## src/rtl/ex_div.sv

```systemverilog
// Multi-cycle radix-2 restoring divider for the EX stage (DIV/DIVU).
// Stalls the pipeline while the operation is in flight and returns {remainder, quotient}.
module ex_div #(
  parameter int WIDTH = 32
) (
  input  logic               clk,
  input  logic               rst,
  input  logic               start_i,
  input  logic               annul_i,
  input  logic               signed_i,
  input  logic [WIDTH-1:0]   dividend_i,
  input  logic [WIDTH-1:0]   divisor_i,
  output logic [2*WIDTH-1:0] result_o,
  output logic               ready_o,
  output logic               busy_o,
  output logic               stallreq_o
);

  localparam int CNT_W = $clog2(WIDTH + 1);

  typedef enum logic [1:0] {FREE, BYZERO, ON, END} state_t;

  state_t             state_q, state_d;
  logic [CNT_W-1:0]   cnt_q, cnt_d;
  logic [WIDTH-1:0]   rem_q, rem_d;
  logic [WIDTH-1:0]   quo_q, quo_d;
  logic [WIDTH-1:0]   dvs_q, dvs_d;
  logic               sgn_dvd_q, sgn_dvd_d;
  logic               sgn_dvs_q, sgn_dvs_d;
  logic               signed_q, signed_d;
  logic [2*WIDTH-1:0] result_q, result_d;

  logic [WIDTH:0]     partial;
  logic               trial_ge;

  function automatic logic [WIDTH-1:0] abs_val(input logic [WIDTH-1:0] v, input logic sgn);
    return (sgn && v[WIDTH-1]) ? -v : v;
  endfunction

  function automatic logic [WIDTH-1:0] cond_neg(input logic [WIDTH-1:0] v, input logic neg);
    return neg ? -v : v;
  endfunction

  // The quotient register starts out holding the dividend; its MSB feeds the partial remainder.
  assign partial  = {rem_q, quo_q[WIDTH-1]};
  assign trial_ge = (partial >= {1'b0, dvs_q});

  always_comb begin
    state_d   = state_q;
    cnt_d     = cnt_q;
    rem_d     = rem_q;
    quo_d     = quo_q;
    dvs_d     = dvs_q;
    sgn_dvd_d = sgn_dvd_q;
    sgn_dvs_d = sgn_dvs_q;
    signed_d  = signed_q;
    result_d  = result_q;
    case (state_q)
      FREE: begin
        if (start_i && !annul_i) begin
          if (divisor_i == '0) begin
            state_d = BYZERO;
          end else begin
            state_d   = ON;
            cnt_d     = '0;
            rem_d     = '0;
            quo_d     = abs_val(dividend_i, signed_i);
            dvs_d     = abs_val(divisor_i, signed_i);
            sgn_dvd_d = dividend_i[WIDTH-1];
            sgn_dvs_d = divisor_i[WIDTH-1];
            signed_d  = signed_i;
          end
        end
      end
      BYZERO: begin
        if (annul_i) begin
          state_d = FREE;
        end else begin
          state_d  = END;
          result_d = '0;
        end
      end
      ON: begin
        if (annul_i) begin
          state_d = FREE;
        end else if (cnt_q == CNT_W'(WIDTH)) begin
          state_d  = END;
          result_d = {cond_neg(rem_q, signed_q && sgn_dvd_q),
                      cond_neg(quo_q, signed_q && (sgn_dvd_q ^ sgn_dvs_q))};
        end else begin
          rem_d = trial_ge ? WIDTH'(partial - {1'b0, dvs_q}) : partial[WIDTH-1:0];
          quo_d = {quo_q[WIDTH-2:0], trial_ge};
          cnt_d = cnt_q + CNT_W'(1);
        end
      end
      END: begin
        if (annul_i || !start_i) begin
          state_d  = FREE;
          result_d = '0;
        end
      end
      default: state_d = FREE;
    endcase
  end

  always_ff @(posedge clk or negedge rst) begin
    if (!rst) begin
      state_q   <= FREE;
      cnt_q     <= '0;
      rem_q     <= '0;
      quo_q     <= '0;
      dvs_q     <= '0;
      sgn_dvd_q <= 1'b0;
      sgn_dvs_q <= 1'b0;
      signed_q  <= 1'b0;
      result_q  <= '0;
    end else begin
      state_q   <= state_d;
      cnt_q     <= cnt_d;
      rem_q     <= rem_d;
      quo_q     <= quo_d;
      dvs_q     <= dvs_d;
      sgn_dvd_q <= sgn_dvd_d;
      sgn_dvs_q <= sgn_dvs_d;
      signed_q  <= signed_d;
      result_q  <= result_d;
    end
  end

  // Stall drops in END so EX advances in the same cycle it sees ready_o.
  assign result_o   = result_q;
  assign ready_o    = (state_q == END);
  assign busy_o     = (state_q == BYZERO) || (state_q == ON);
  assign stallreq_o = ((state_q == FREE) && start_i && !annul_i) || busy_o;

endmodule

```

## config.mk

```make
export PLATFORM = sky130hd
export DESIGN_NAME = ex_div
export DESIGN_NICKNAME = d
export VERILOG_FILES = /design/src/rtl/ex_div.sv
export SDC_FILE = /design/constraint.sdc
export NUM_CORES = 1
export LEC_CHECK = 0
export ABC_AREA = 1
export BUFFER_PORTS_ARGS = -buffer_cell sky130_fd_sc_hd__buf_4
export CORE_MARGIN = 2
export CORE_UTILIZATION = 48
export DETAILED_ROUTE_END_ITERATION = 10
export PLACE_DENSITY = 0.67
export RECOVER_POWER = 50
export SLEW_MARGIN = 20
export SYNTH_ARGS = -nofsm -noshare
export SYNTH_HDL_FRONTEND = slang
export SYNTH_SLANG_ARGS = --single-unit
export TNS_END_PERCENT = 10
```

## constraint.sdc

```tcl
create_clock -name clk -period 2.8 [get_ports clk]
set_clock_uncertainty 0.2 [all_clocks]
set_input_delay 0.14 -clock clk [delete_from_list [all_inputs] [get_ports clk]]
set_output_delay 0.14 -clock clk [all_outputs]
set_load 0.02 [all_outputs]
```

Word level (Yosys, flattened, before mapping):

Index checks and enable logic that the tools add are counted.

* bits in registers: 171
* latch bits: 0
* memory bits (writable): 0
* bits in read-only memories: 0
* output and inout bits: 67
* logic and storage cells: 82
* memories kept: 0

* add/sub/neg operators: 6
* $mul: 0
* divide/modulo/power cells: 0
* magnitude comparators: 1
* equality and inequality tests: 12
* shift operators: 0
* multiplexer cells: 32
* bitwise operators: 2
* reduce and logical (&&, ||, !) cells: 20

Operators with widths (number)
* $mux W32: 13
* $mux W64: 4
* $pmux W64 S3: 1
* $neg A32 Y32: 4
* $pmux W32 S2: 2
* $ge A33 B32 Y1: 1
* $logic_not A32 Y1: 1
* $sub A32 B32 Y32: 1
* $mux W6: 4
* $mux W2: 6
* $ne A2 B2 Y1 const B: 6
* $pmux W6 S2: 1
* $reduce_and A5 Y1: 2
* $pmux W2 S4: 1
* $logic_and A1 B1 Y1: 7
* $add A6 B1 Y6 const B: 1
* $eq A6 B6 Y1 const B: 1
* $reduce_and A3 Y1: 2
* $eq A2 B2 Y1 const B: 2
* $logic_or A1 B1 Y1: 3
* $ne A3 B3 Y1 const B: 1
* $reduce_bool A3 Y1: 1
* $eq A2 B1 Y1 const B: 1
* $logic_not A1 Y1: 2
* 5 further kinds: 5

Logic depth before layout (Yosys ltp):

Gate-level depths: netlist of the first run.

* depth in word-level cells: 6
* gate-level depth with buffers: 17

Worst setup path before layout of the first run:

OpenSTA, ideal clock, no wires.

* path type: reg2reg
* start point: reg rem_q[27]
* end point: reg rem_q[13]
* data arrival time: 1.832 ns
* required time: 2.476 ns
* path slack: 0.644 ns
* cell stages (with the launch flop): 11
* buffers on the path: 1
* period minus slack after synthesis: 2.156 ns
* cells stage by stage: dfrtp_1 -> ha_1 -> a21oi_1 -> nand2_1 -> a21oi_1 -> nand2_1 -> nor2_2 -> buf_2 -> nand3_1 -> nand3_1 -> o21ai_1

* word-level cells in the longest chain between the ends: 5

RTL lines
* start, declared: line 25 `logic [WIDTH-1:0] rem_q, rem_d;`
* start signal, assigned: line 120 `rem_q <= rem_d;`
* $ge A33 B32 Y1: line 46 `assign trial_ge = (partial >= {1'b0, dvs_q});`
* $mux W32: line 91 `rem_d = trial_ge ? WIDTH'(partial - {1'b0, dvs_q}) : partial[WIDTH-1:0];`
* $mux W32: line 86 `end else if (cnt_q == CNT_W'(WIDTH)) begin`
* $mux W32: line 84 `if (annul_i) begin`
* $pmux W32 S2: line 58 `case (state_q)`

No other way between the ends. The select of a mux whose other input is x is not followed.
A chain may end at the register's enable or synchronous reset.

Worst setup path in the final report of the first run:

* start point: reg rem_q[4]
* end point: reg rem_q[9]

* word-level cells in the longest chain between the ends: 5
* elaborated cells between the ends (all ways): 6
* classes of those cells: add/sub (1); order compare (1); mux (4)

RTL lines (line)
* $sub A32 B32 Y32 / $ge A33 B32 Y1 (equally long branches): 91, 46
* $mux W32 (*): 91
* $mux W32 (*): 86
* $mux W32 (*): 84
* $pmux W32 S2 (*): 58

Mark *: on every way between the ends. The rest lies on a longest branch, timed or not. The select of a mux whose other input is x is not followed.

==> run summary, run 1 <==
Placer Congestion: 0.9725
IO buf count: 135
Worst Path Required: 2900 ps
placed inst area: 14,750 sq um
Remaining DRCs: 0
Yosys reg bits: 171
Place WS: 54.16 ps
Die Area: 28,810 sq um
vias per cell: 5.388
CTS tree: built
IO Pins: 136
max capacitance violation total: 1
first-pass GRT wire length: 68.57 mm
cell area after layout: 15,930 sq um
Power Dens Cells: 1160 nW/um^2
status: finished, violations left
Clock Latency Late Sink: 450 ps
DR iter-0 viols: 1,282
non-filler cells, final: 2,600
routed via count: 14,010
P_leak: 0.008010 uW
Net Sw Power: 9886 uW
CP Max Fanout: 18
startpoint types: flip-flop
Setup Viol. Count Final: 0
postcts setup bufs: 0
R2R Setup Slk: 150 ps
sequential power share: 23.7%
htree depth: 4
WL per Instance: 16.82 um
Mapped Nets: 2,140
Synth Cell Area: 13,190 sq um
Hold Crit Class: in -> reg
Layout fillers: 2,635
core area: 26,950 sq um
hold path depth: 6
layout cells sized above 1: 9.522%
combinational group share of total power: 63.2%
Root Buffer: clkbuf_16
Hold WS: 46.14 ps
slowest CP cell: dfrtp_1
Post-synth EDFFs: 0
grt ovf: 0
Clock Power Share: 13.1%
CTS buffer count: 17
Post-synth ARST share: 100.0%
yosys warns: 0
Critical Path Max Stage Delay: 430 ps
clock slew at reported path FFs: 80 ps
Top FF cell, synth: dfrtp_1
VDD IR-drop max: 639.2 uV
crit-path cells: ha_2 -> nand2_1 -> nor2_1 -> nand3_1 -> nand3_2 -> nand2_1 -> nand2_1 -> nand2_4 -> nand2_8 -> buf_12 -> nand2_1 -> nand3_1 -> o21ai_1
Worst-Margin Slew: 1683 ps
FF-to-FF Start: rem_q[4]$_DFFE_PN0P_
most frequent CP cell: nand2_1
total track usage: 30.44%
number of antenna-violating nets in the routed design: 0
CTS sink count: 171
end of the worst hold path: quo_q[2]$_DFFE_PN0P_
R2R depth: 13
Final Critical Period: 2653 ps
gate count after technology mapping: 2,027
HPWL Detailed: 33.99 mm
sequential fraction of the synthesis area: 32.45%
Top delay family on crit path: simple AND/OR/NAND/NOR gates
DRT Wirelength: 43.73 mm
synthesis-to-finish area growth: 20.79%
Longest Clk Path Bufs: 2
distinct cell type count after synthesis: 47
Slew Viols, Final: 63
critical path class: reg -> reg
Starting Density: 48.92%
largest net degree at the start of global routing: 64
Die H: 169.7 um
Core Rows: 60
Fmax: 376.9 MHz
CP bufs+invs: 1
final net count: 2,359
number of global-route vias before repair: 12,720
RR Endpoint: rem_q[9]$_DFFE_PN0P_
Post-Syn Area per Cell: 6.505 sq um
Arrival @ worst endpoint: 2760 ps
Slew HR: -12.20%
initial antenna violation count: 0
first-pass iteration count of the detailed router: 5
final hold vios: 0
worst setup margin: 146.9 ps
Tcrit/Tclk final: 94.75%
placed cells: 2,500
Pint: 8585 uW
die width: 169.7 um
crit end category: flip-flop
sw frac: 53.52%
hold_sp: dividend_i[2]
failing checks: capacitance limit, slew limit
[tightest hold or removal path, cell delays in order]
cell and delay [ps]:
buf_4 110, inv_1 70, xor2_1 140, o21ai_0 80, nand2_1 60, o21ai_1 50
[metrics by stage]
| stage | setup TNS [ps] | utilization (%) | total power, uW |
|---|---|---|---|
| final | 0 | 59.09 | 18470 |
| after global routing | -7.756 | 59.09 | 20000 |
| after CTS | 0 | 59.43 | 18320 |
| after detailed placement | 0 | 54.74 | 15800 |
| after global placement | 0 | 54.74 | 15750 |
| after floorplan | 0 | - | 12080 |
[worst max-delay path by stage]
stage / start / end / slack (ps) / cells past startpoint
floorplan: rem_q[27]$_DFFE_PN0P_ / rem_q[13]$_DFFE_PN0P_ / 640 / 10
global placement: rem_q[27]$_DFFE_PN0P_ / rem_q[25]$_DFFE_PN0P_ / 60 / 12
detailed placement: rem_q[27]$_DFFE_PN0P_ / rem_q[3]$_DFFE_PN0P_ / 50 / 10
CTS: rem_q[27]$_DFFE_PN0P_ / rem_q[3]$_DFFE_PN0P_ / 30 / 10
global route: rem_q[11]$_DFFE_PN0P_ / rem_q[9]$_DFFE_PN0P_ / -7 / 13
finish: rem_q[4]$_DFFE_PN0P_ / rem_q[9]$_DFFE_PN0P_ / 150 / 13
[Yosys cell counts, types with 4 or more instances]
cell type  number  area share, %
a21oi_1        52            2.0
a22o_1         12           0.80
buf_2          31            1.2
buf_6           9           0.77
clkbuf_1       15           0.43
dfrtp_1       171             32
ha_1           43            4.1
inv_1         255            7.3
inv_2           7           0.20
nand2_1       641             18
nand2_2         5           0.24
nand3_1       194            7.4
nand3b_1       11           0.63
nand4_1        41            1.9
nor2_1        193            5.5
nor2_2          6           0.28
nor3_1         31            1.2
nor4_1          8           0.38
o211ai_1       12           0.68
o21ai_0       128            4.9
o21ai_1        36            1.4
o21bai_1        4           0.23
o31ai_1         7           0.40
or2_2           4           0.19
xnor2_1        23            1.5
xor2_1         59            3.9
[repair_timing]
item | CTS | global route
endpoints found under the setup margin | 0 | 34
hold buffers | 68 | 0
hold endpoints to repair | 139 | 0
resized for setup | 0 | 36
[sequential cells by signal, summed over array words and instances (netlist names)]
name,count
state_q,2
result_o,64
signed_q,1
cnt_q,6
rem_q,32
sgn_dvs_q,1
quo_q,32
sgn_dvd_q,1
dvs_q,32
[power groups by stage]
stage | combinational [uW] | sequential, uW | clock [uW]
2_1_floorplan | 7570 | 4510 | 0
3_3_place_gp | 11400 | 4340 | 0
3_5_place_dp | 11400 | 4370 | 0
4_1_cts | 11600 | 4330 | 2440
5_1_grt | 13000 | 4480 | 2540
6_report | 11700 | 4380 | 2420
[layout by cell type (no fill, tap or decap), types with 7 or more instances in the layout]
cell             n
nand3b_1        11
buf_4          118
nand4_1         41
nor2_1         190
ha_1            32
ha_2             7
inv_1          254
dfrtp_1        167
o211ai_1        12
nor2_2           8
dlygate4sd3_1   68
nor4_1           8
clkbuf_1        65
nor3_1          28
nand2_1        638
xor2_1          59
nand3_1        194
o31ai_1          7
a22o_1          12
o21ai_0        128
nand2_2          7
clkbuf_16       17
xnor2_1         22
a21oi_1         50
inv_2            8
o21ai_1         36
[layout make-up]
class	instances	area, sq um	area share (%)
multi-input cells	1534	7720	48.47
flip-flops and latches	171	4284	26.90
repair buffers	258	1916	12.03
inverters	264	993.5	6.238
well taps	341	426.7	2.679
clock buffers	17	425.4	2.671
clock inverters	14	158.9	0.9977
diodes	1	2.502	0.01571
[routing by layer]
metal	GRT usage, %	share of wire [%]
met1	47.34	49
met3	3.498	7.3
met5	0	0
met4	7.692	1.9
met2	44.58	42
[cells by family (layout without fill, tap and decap cells)]
group                      after synthesis  in the layout  synth area share [%]
AOI/OAI and AO/OA                      260            260                 10.81
xor gates and xnor gates                82             82                 5.447
adders and majority gates               44             44                 4.232
buffers and inverters                  322            553                 10.05
DFF                                    171            171                 32.45
other                                    0              1                     0
and+or+nand+nor                       1148           1148                 37.01
No activity file was read; power rests on OpenSTA's default activity.
==> run 2, diff against run 1 <==
- HOLD_SLACK_MARGIN: not set -> 0.06
- MAX_ROUTING_LAYER: not set -> met4
==> run 2 against run 1 <==
Effect of this change: critical path depth decreased by 1; non-clock buffer count increased by 9; register-to-register slack got worse by 80 ps; final area increased by 0.68%; largest cell class unchanged; the run still ends with capacitance limit, slew limit left.
==> run summary, run 2 (same netlist as run 1, synthesis figures left out) <==
status: finished, violations left
failing checks: capacitance limit, slew limit
Worst Path Required: 2940 ps
Fmax: 365.4 MHz
core area: 26,950 sq um
hold path depth: 7
number of global-route vias before repair: 12,820
Pint: 8697 uW
synthesis-to-finish area growth: 21.61%
FF-to-FF Start: rem_q[27]$_DFFE_PN0P_
final net count: 2,368
hold_sp: dividend_i[1]
most frequent cells in the layout: nand2_1 (639), inv_1 (254), nand3_1 (194)
vias per cell: 5.402
most common cell after layout, fill and taps aside: nand2_1
crit end category: flip-flop
HPWL Detailed: 33.88 mm
sw frac: 52.67%
max capacitance violation total: 2
combinational group share of total power: 63.2%
Slew HR: -30.91%
routed via count: 14,100
Hold Crit Class: in -> reg
P_leak: 0.008147 uW
Final Critical Period: 2737 ps
WL per Instance: 16.74 um
RR Endpoint: rem_q[27]$_DFFE_PN0P_
CP Max Fanout: 30
largest net degree at the start of global routing: 69
IO buf count: 135
R2R depth: 12
Net Sw Power: 9676 uW
CTS buffer count: 17
clock slew at reported path FFs: 70 ps
Worst-Margin Slew: 1964 ps
VDD IR-drop max: 572.1 uV
CTS sink count: 171
sequential power share: 23.9%
Die Area: 28,810 sq um
number of flip-flops in the largest register: 64
Arrival @ worst endpoint: 2870 ps
die width: 169.7 um
Slew Viols, Final: 77
layout cells sized above 1: 9.969%
Core Rows: 60
end of the worst hold path: quo_q[1]$_DFFE_PN0P_
worst setup margin: 63.25 ps
DR iter-0 viols: 1,032
IO Pins: 136
Power Dens Cells: 1146 nW/um^2
first-pass GRT wire length: 68.14 mm
Setup Viol. Count Final: 0
startpoint types: flip-flop
cell area after layout: 16,030 sq um
Clock Power Share: 13.0%
final hold vios: 0
met1 Use GR: 45.05%
Longest Clk Path Bufs: 2
Placer Congestion: 0.9866
critical path class: reg -> reg
total track usage: 31.20%
GR Util met3: 5.177%
R2R Setup Slk: 60 ps
grt ovf: 0
Remaining DRCs: 0
first-pass iteration count of the detailed router: 6
Starting Density: 48.92%
CTS tree: built
initial antenna violation count: 2
Root Buffer: clkbuf_16
placed inst area: 14,730 sq um
Tcrit/Tclk final: 97.74%
number of antenna-violating nets in the routed design: 0
GRT met2 Usage: 44.88%
DRT Wirelength: 43.69 mm
htree depth: 4
Die H: 169.7 um
gr busiest metal: met1
Clock Latency Late Sink: 440 ps
Place WS: 43.34 ps
==> run 2: final cells by class <==
class | count | area (sq um)
fillers | 2628 | 10920
multi-input cells | 1534 | 7630
flip-flops and latches | 171 | 4279
repair buffers | 267 | 2117
inverters | 264 | 993.5
clock buffers | 19 | 452.9
well taps | 341 | 426.7
clock inverters | 12 | 130.1
diodes | 2 | 5.005
==> run 2: timing repair <==
item                                    in CTS  in global routing
setup buffers                                0                  3
resized for setup                            0                 14
endpoints found under the hold margin      238                  0
hold buffers                                81                  0
endpoints found under the setup margin       0                 37
==> run 2: stage by stage <==
step / hold slack (ps) / TNS, ps / instances / util, % / power (uW)
final: 88.23 / 0 / 2610 / 59.49 / 18370
after global routing: 151.9 / -10.49 / 2609 / 59.48 / 19900
after CTS: 71.74 / 0 / 2605 / 59.87 / 18280
after detailed placement: -93.96 / 0 / 2493 / 54.64 / 15710
after global placement: -99.77 / 0 / 2493 / 54.64 / 15690
after floorplan: -355.6 / 0 / 2027 / - / 12080
==> run 2: worst max path at each step <==
stage	depth (start not counted)	slack (ps)	startpoint	endpoint
3_3_place_gp	10	60	rem_q[27]$_DFFE_PN0P_	rem_q[22]$_DFFE_PN0P_
4_1_cts	12	30	rem_q[27]$_DFFE_PN0P_	rem_q[27]$_DFFE_PN0P_
3_5_place_dp	12	40	rem_q[27]$_DFFE_PN0P_	rem_q[27]$_DFFE_PN0P_
5_1_grt	14	-10	dividend_i[0]	quo_q[28]$_DFFE_PN0P_
2_1_floorplan	10	640	rem_q[27]$_DFFE_PN0P_	rem_q[13]$_DFFE_PN0P_
6_report	12	60	rem_q[27]$_DFFE_PN0P_	rem_q[27]$_DFFE_PN0P_
==> run 2: metal layers <==
| layer | wire length (um) | vias to the layer above | share of wire (%) |
|---|---|---|---|
| li1 | - | 6974 | - |
| met4 | 1066 | 0 | 2.4 |
| met3 | 3384 | 70 | 7.7 |
| met1 | 21030 | 6520 | 48 |
| met5 | 0 | - | 0 |
| met2 | 18210 | 534 | 42 |
==> run 2: power groups by stage <==
| stage | clock network [uW] | registers, uW | logic (uW) |
|---|---|---|---|
| 5_1_grt | 2520 | 4490 | 12900 |
| 3_3_place_gp | 0 | 4350 | 11300 |
| 3_5_place_dp | 0 | 4380 | 11300 |
| 6_report | 2390 | 4380 | 11600 |
| 4_1_cts | 2430 | 4340 | 11500 |
| 2_1_floorplan | 0 | 4510 | 7570 |
==> run 2: worst max-delay path: stages (launching register included) <==
cell and delay (ps):
dfrtp_1 440, ha_1 400, a21oi_1 340, nand2_1 100, a21oi_1 240, nand2_1 110, nor2_2 180, buf_6 270
nand3_1 130, nand2_1 80, inv_1 50, nand2_1 50, nand2_1 40
==> run 3, diff against run 2 <==
- PLACE_DENSITY: 0.67 -> 0.7
- clock period: 2.8 -> 2.4 ns (I/O delays scaled with it)
==> run 3 against run 2 <==
Effect of this change: the run now ends clean; worst setup slack lost 26 ps; combinational power increased by 46%; non-clock buffer count up 130; maximum frequency is 16% higher; wire length rose by 4.6%.
==> run summary, run 3 (same netlist as run 1, synthesis figures left out) <==
P_leak: 0.008791 uW
initial antenna violation count: 0
CTS sink count: 171
total track usage: 31.52%
Worst Path Required: 2530 ps
startpoint types: flip-flop
Hold Crit Class: in -> reg
DR iter-0 viols: 1,373
max capacitance violation total: 0
CTS tree: built
CTS buffer count: 17
Die H: 169.7 um
R2R Setup Slk: 40 ps
Final Critical Period: 2363 ps
core area: 26,950 sq um
critical path class: reg -> reg
Arrival @ worst endpoint: 2490 ps
layout cells sized above 1: 19.93%
synthesis-to-finish area growth: 36.23%
status: completed
most frequent cells in the layout: nand2_1 (603), inv_1 (237), buf_4 (228)
Setup Viol. Count Final: 0
final setup TNS: 0 ps
Slew HR: 52.13%
sw frac: 50.56%
non-filler cells, final: 2,739
worst setup margin: 36.90 ps
number of antenna-violating nets in the routed design: 0
Clock Power Share: 12.1%
sequential power share: 20.5%
IO Pins: 136
Pint: 12,430 uW
crit end category: flip-flop
WL per Instance: 16.69 um
Layout fillers: 2,434
most common cell after layout, fill and taps aside: nand2_1
number of diodes: 0
Remaining DRCs: 0
placed cells: 2,609
largest net degree at the start of global routing: 69
Slew Viols, Final: 0
combinational group share of total power: 67.4%
VDD IR-drop max: 696.0 uV
Fmax: 423.2 MHz
number of flip-flops in the largest register: 64
vias per cell: 5.379
Net Sw Power: 12,710 uW
Worst-Margin Slew: 718.0 ps
Placer Congestion: 0.9544
first-pass iteration count of the detailed router: 6
Tcrit/Tclk final: 98.46%
Root Buffer: clkbuf_16
Power Dens Cells: 1399 nW/um^2
Core Rows: 60
IO buf count: 135
first-pass GRT wire length: 69.28 mm
RSZ-0062 raised after global routing: true
DRT Wirelength: 45.72 mm
Longest Clk Path Bufs: 2
clock slew at reported path FFs: 80 ps
Place WS: -159.5 ps
HPWL Detailed: 33.67 mm
Die Area: 28,810 sq um
grt ovf: 0
routed via count: 14,730
final hold vios: 0
final net count: 2,498
number of global-route vias before repair: 13,200
Clock Latency Late Sink: 450 ps
die width: 169.7 um
CP Max Fanout: 5
Starting Density: 48.92%
htree depth: 4
run 3: worst max-delay path: stages, from the launching register on:
cell and delay, ps:
dfrtp_1 390, inv_1 150, ha_4 240, nand2_2 90, inv_1 60, a21oi_2 170
nor2_2 80, nor2_2 150, nand2_2 110, nand2_4 130, nand2_8 90, buf_6 150
nand2_2 80, nand2_1 60, nand2_1 60, nand2_1 50
run 3: per-stage QoR:
| step | cell area (sq um) | hold slack, ps | power [uW] | utilization (%) |
|---|---|---|---|---|
| after floorplan | 13190 | -375.6 | 14090 | - |
| after global placement | 15670 | -169.5 | 19820 | 58.15 |
| after detailed placement | 15670 | -169.4 | 20000 | 58.15 |
| after CTS | 17280 | 81.91 | 23510 | 64.13 |
| after global routing | 17960 | 140.3 | 27030 | 66.65 |
| final | 17960 | 83.50 | 25130 | 66.65 |
run 3: layer usage:
metal | track usage [%] | up-vias | share of wire [%]
li1 | - | 7228 | -
met1 | 45.89 | 6889 | 47
met2 | 45.38 | 551 | 44
met3 | 4.991 | 64 | 7.6
met4 | 8.584 | 0 | 2.0
met5 | - | - | 0
run 3: final cells by class:
class / instances / area, sq um / area share [%]
tap: 341 / 426.7 / 2.375
clock inverter: 15 / 212.7 / 1.184
inverter: 264 / 1006 / 5.600
timing repair buffer: 397 / 3168 / 17.64
multi-input combinational: 1534 / 8432 / 46.94
sequential: 171 / 4292 / 23.89
clock buffer: 17 / 425.4 / 2.368
run 3: worst paths after layout:
check,start,endpoint,cells past startpoint
setup reg to reg,dvs_q[12]$_DFFE_PN0P_,rem_q[29]$_DFFE_PN0P_,15
hold reg to reg,result_o[50]$_DFFE_PN0P_,result_o[50]$_DFFE_PN0P_,2
setup / recovery,dvs_q[12]$_DFFE_PN0P_,rem_q[29]$_DFFE_PN0P_,15
max in group asynchronous,rst,rem_q[7]$_DFFE_PN0P_,4
min in group asynchronous,rst,dvs_q[31]$_DFFE_PN0P_,4
hold / removal,divisor_i[11],dvs_q[20]$_DFFE_PN0P_,6
run 3: repair_timing:
action | 4_1_cts | 5_1_grt
gates resized for setup | 31 | 174
endpoints found under the setup margin | 36 | 90
gates cloned | 0 | 4
hold buffers | 81 | 0
pin swaps | 0 | 23
endpoints found under the hold margin | 238 | 0
buffers inserted | 0 | 13
run 3: power groups by stage:
stage / Clock [uW] / Sequential (uW) / Combinational [uW]
detailed placement: 0 / 5050 / 14900
floorplan: 0 / 5260 / 8830
global placement: 0 / 5000 / 14800
CTS: 3050 / 5020 / 15400
finish: 3030 / 5150 / 16900
global route: 3160 / 5270 / 18600
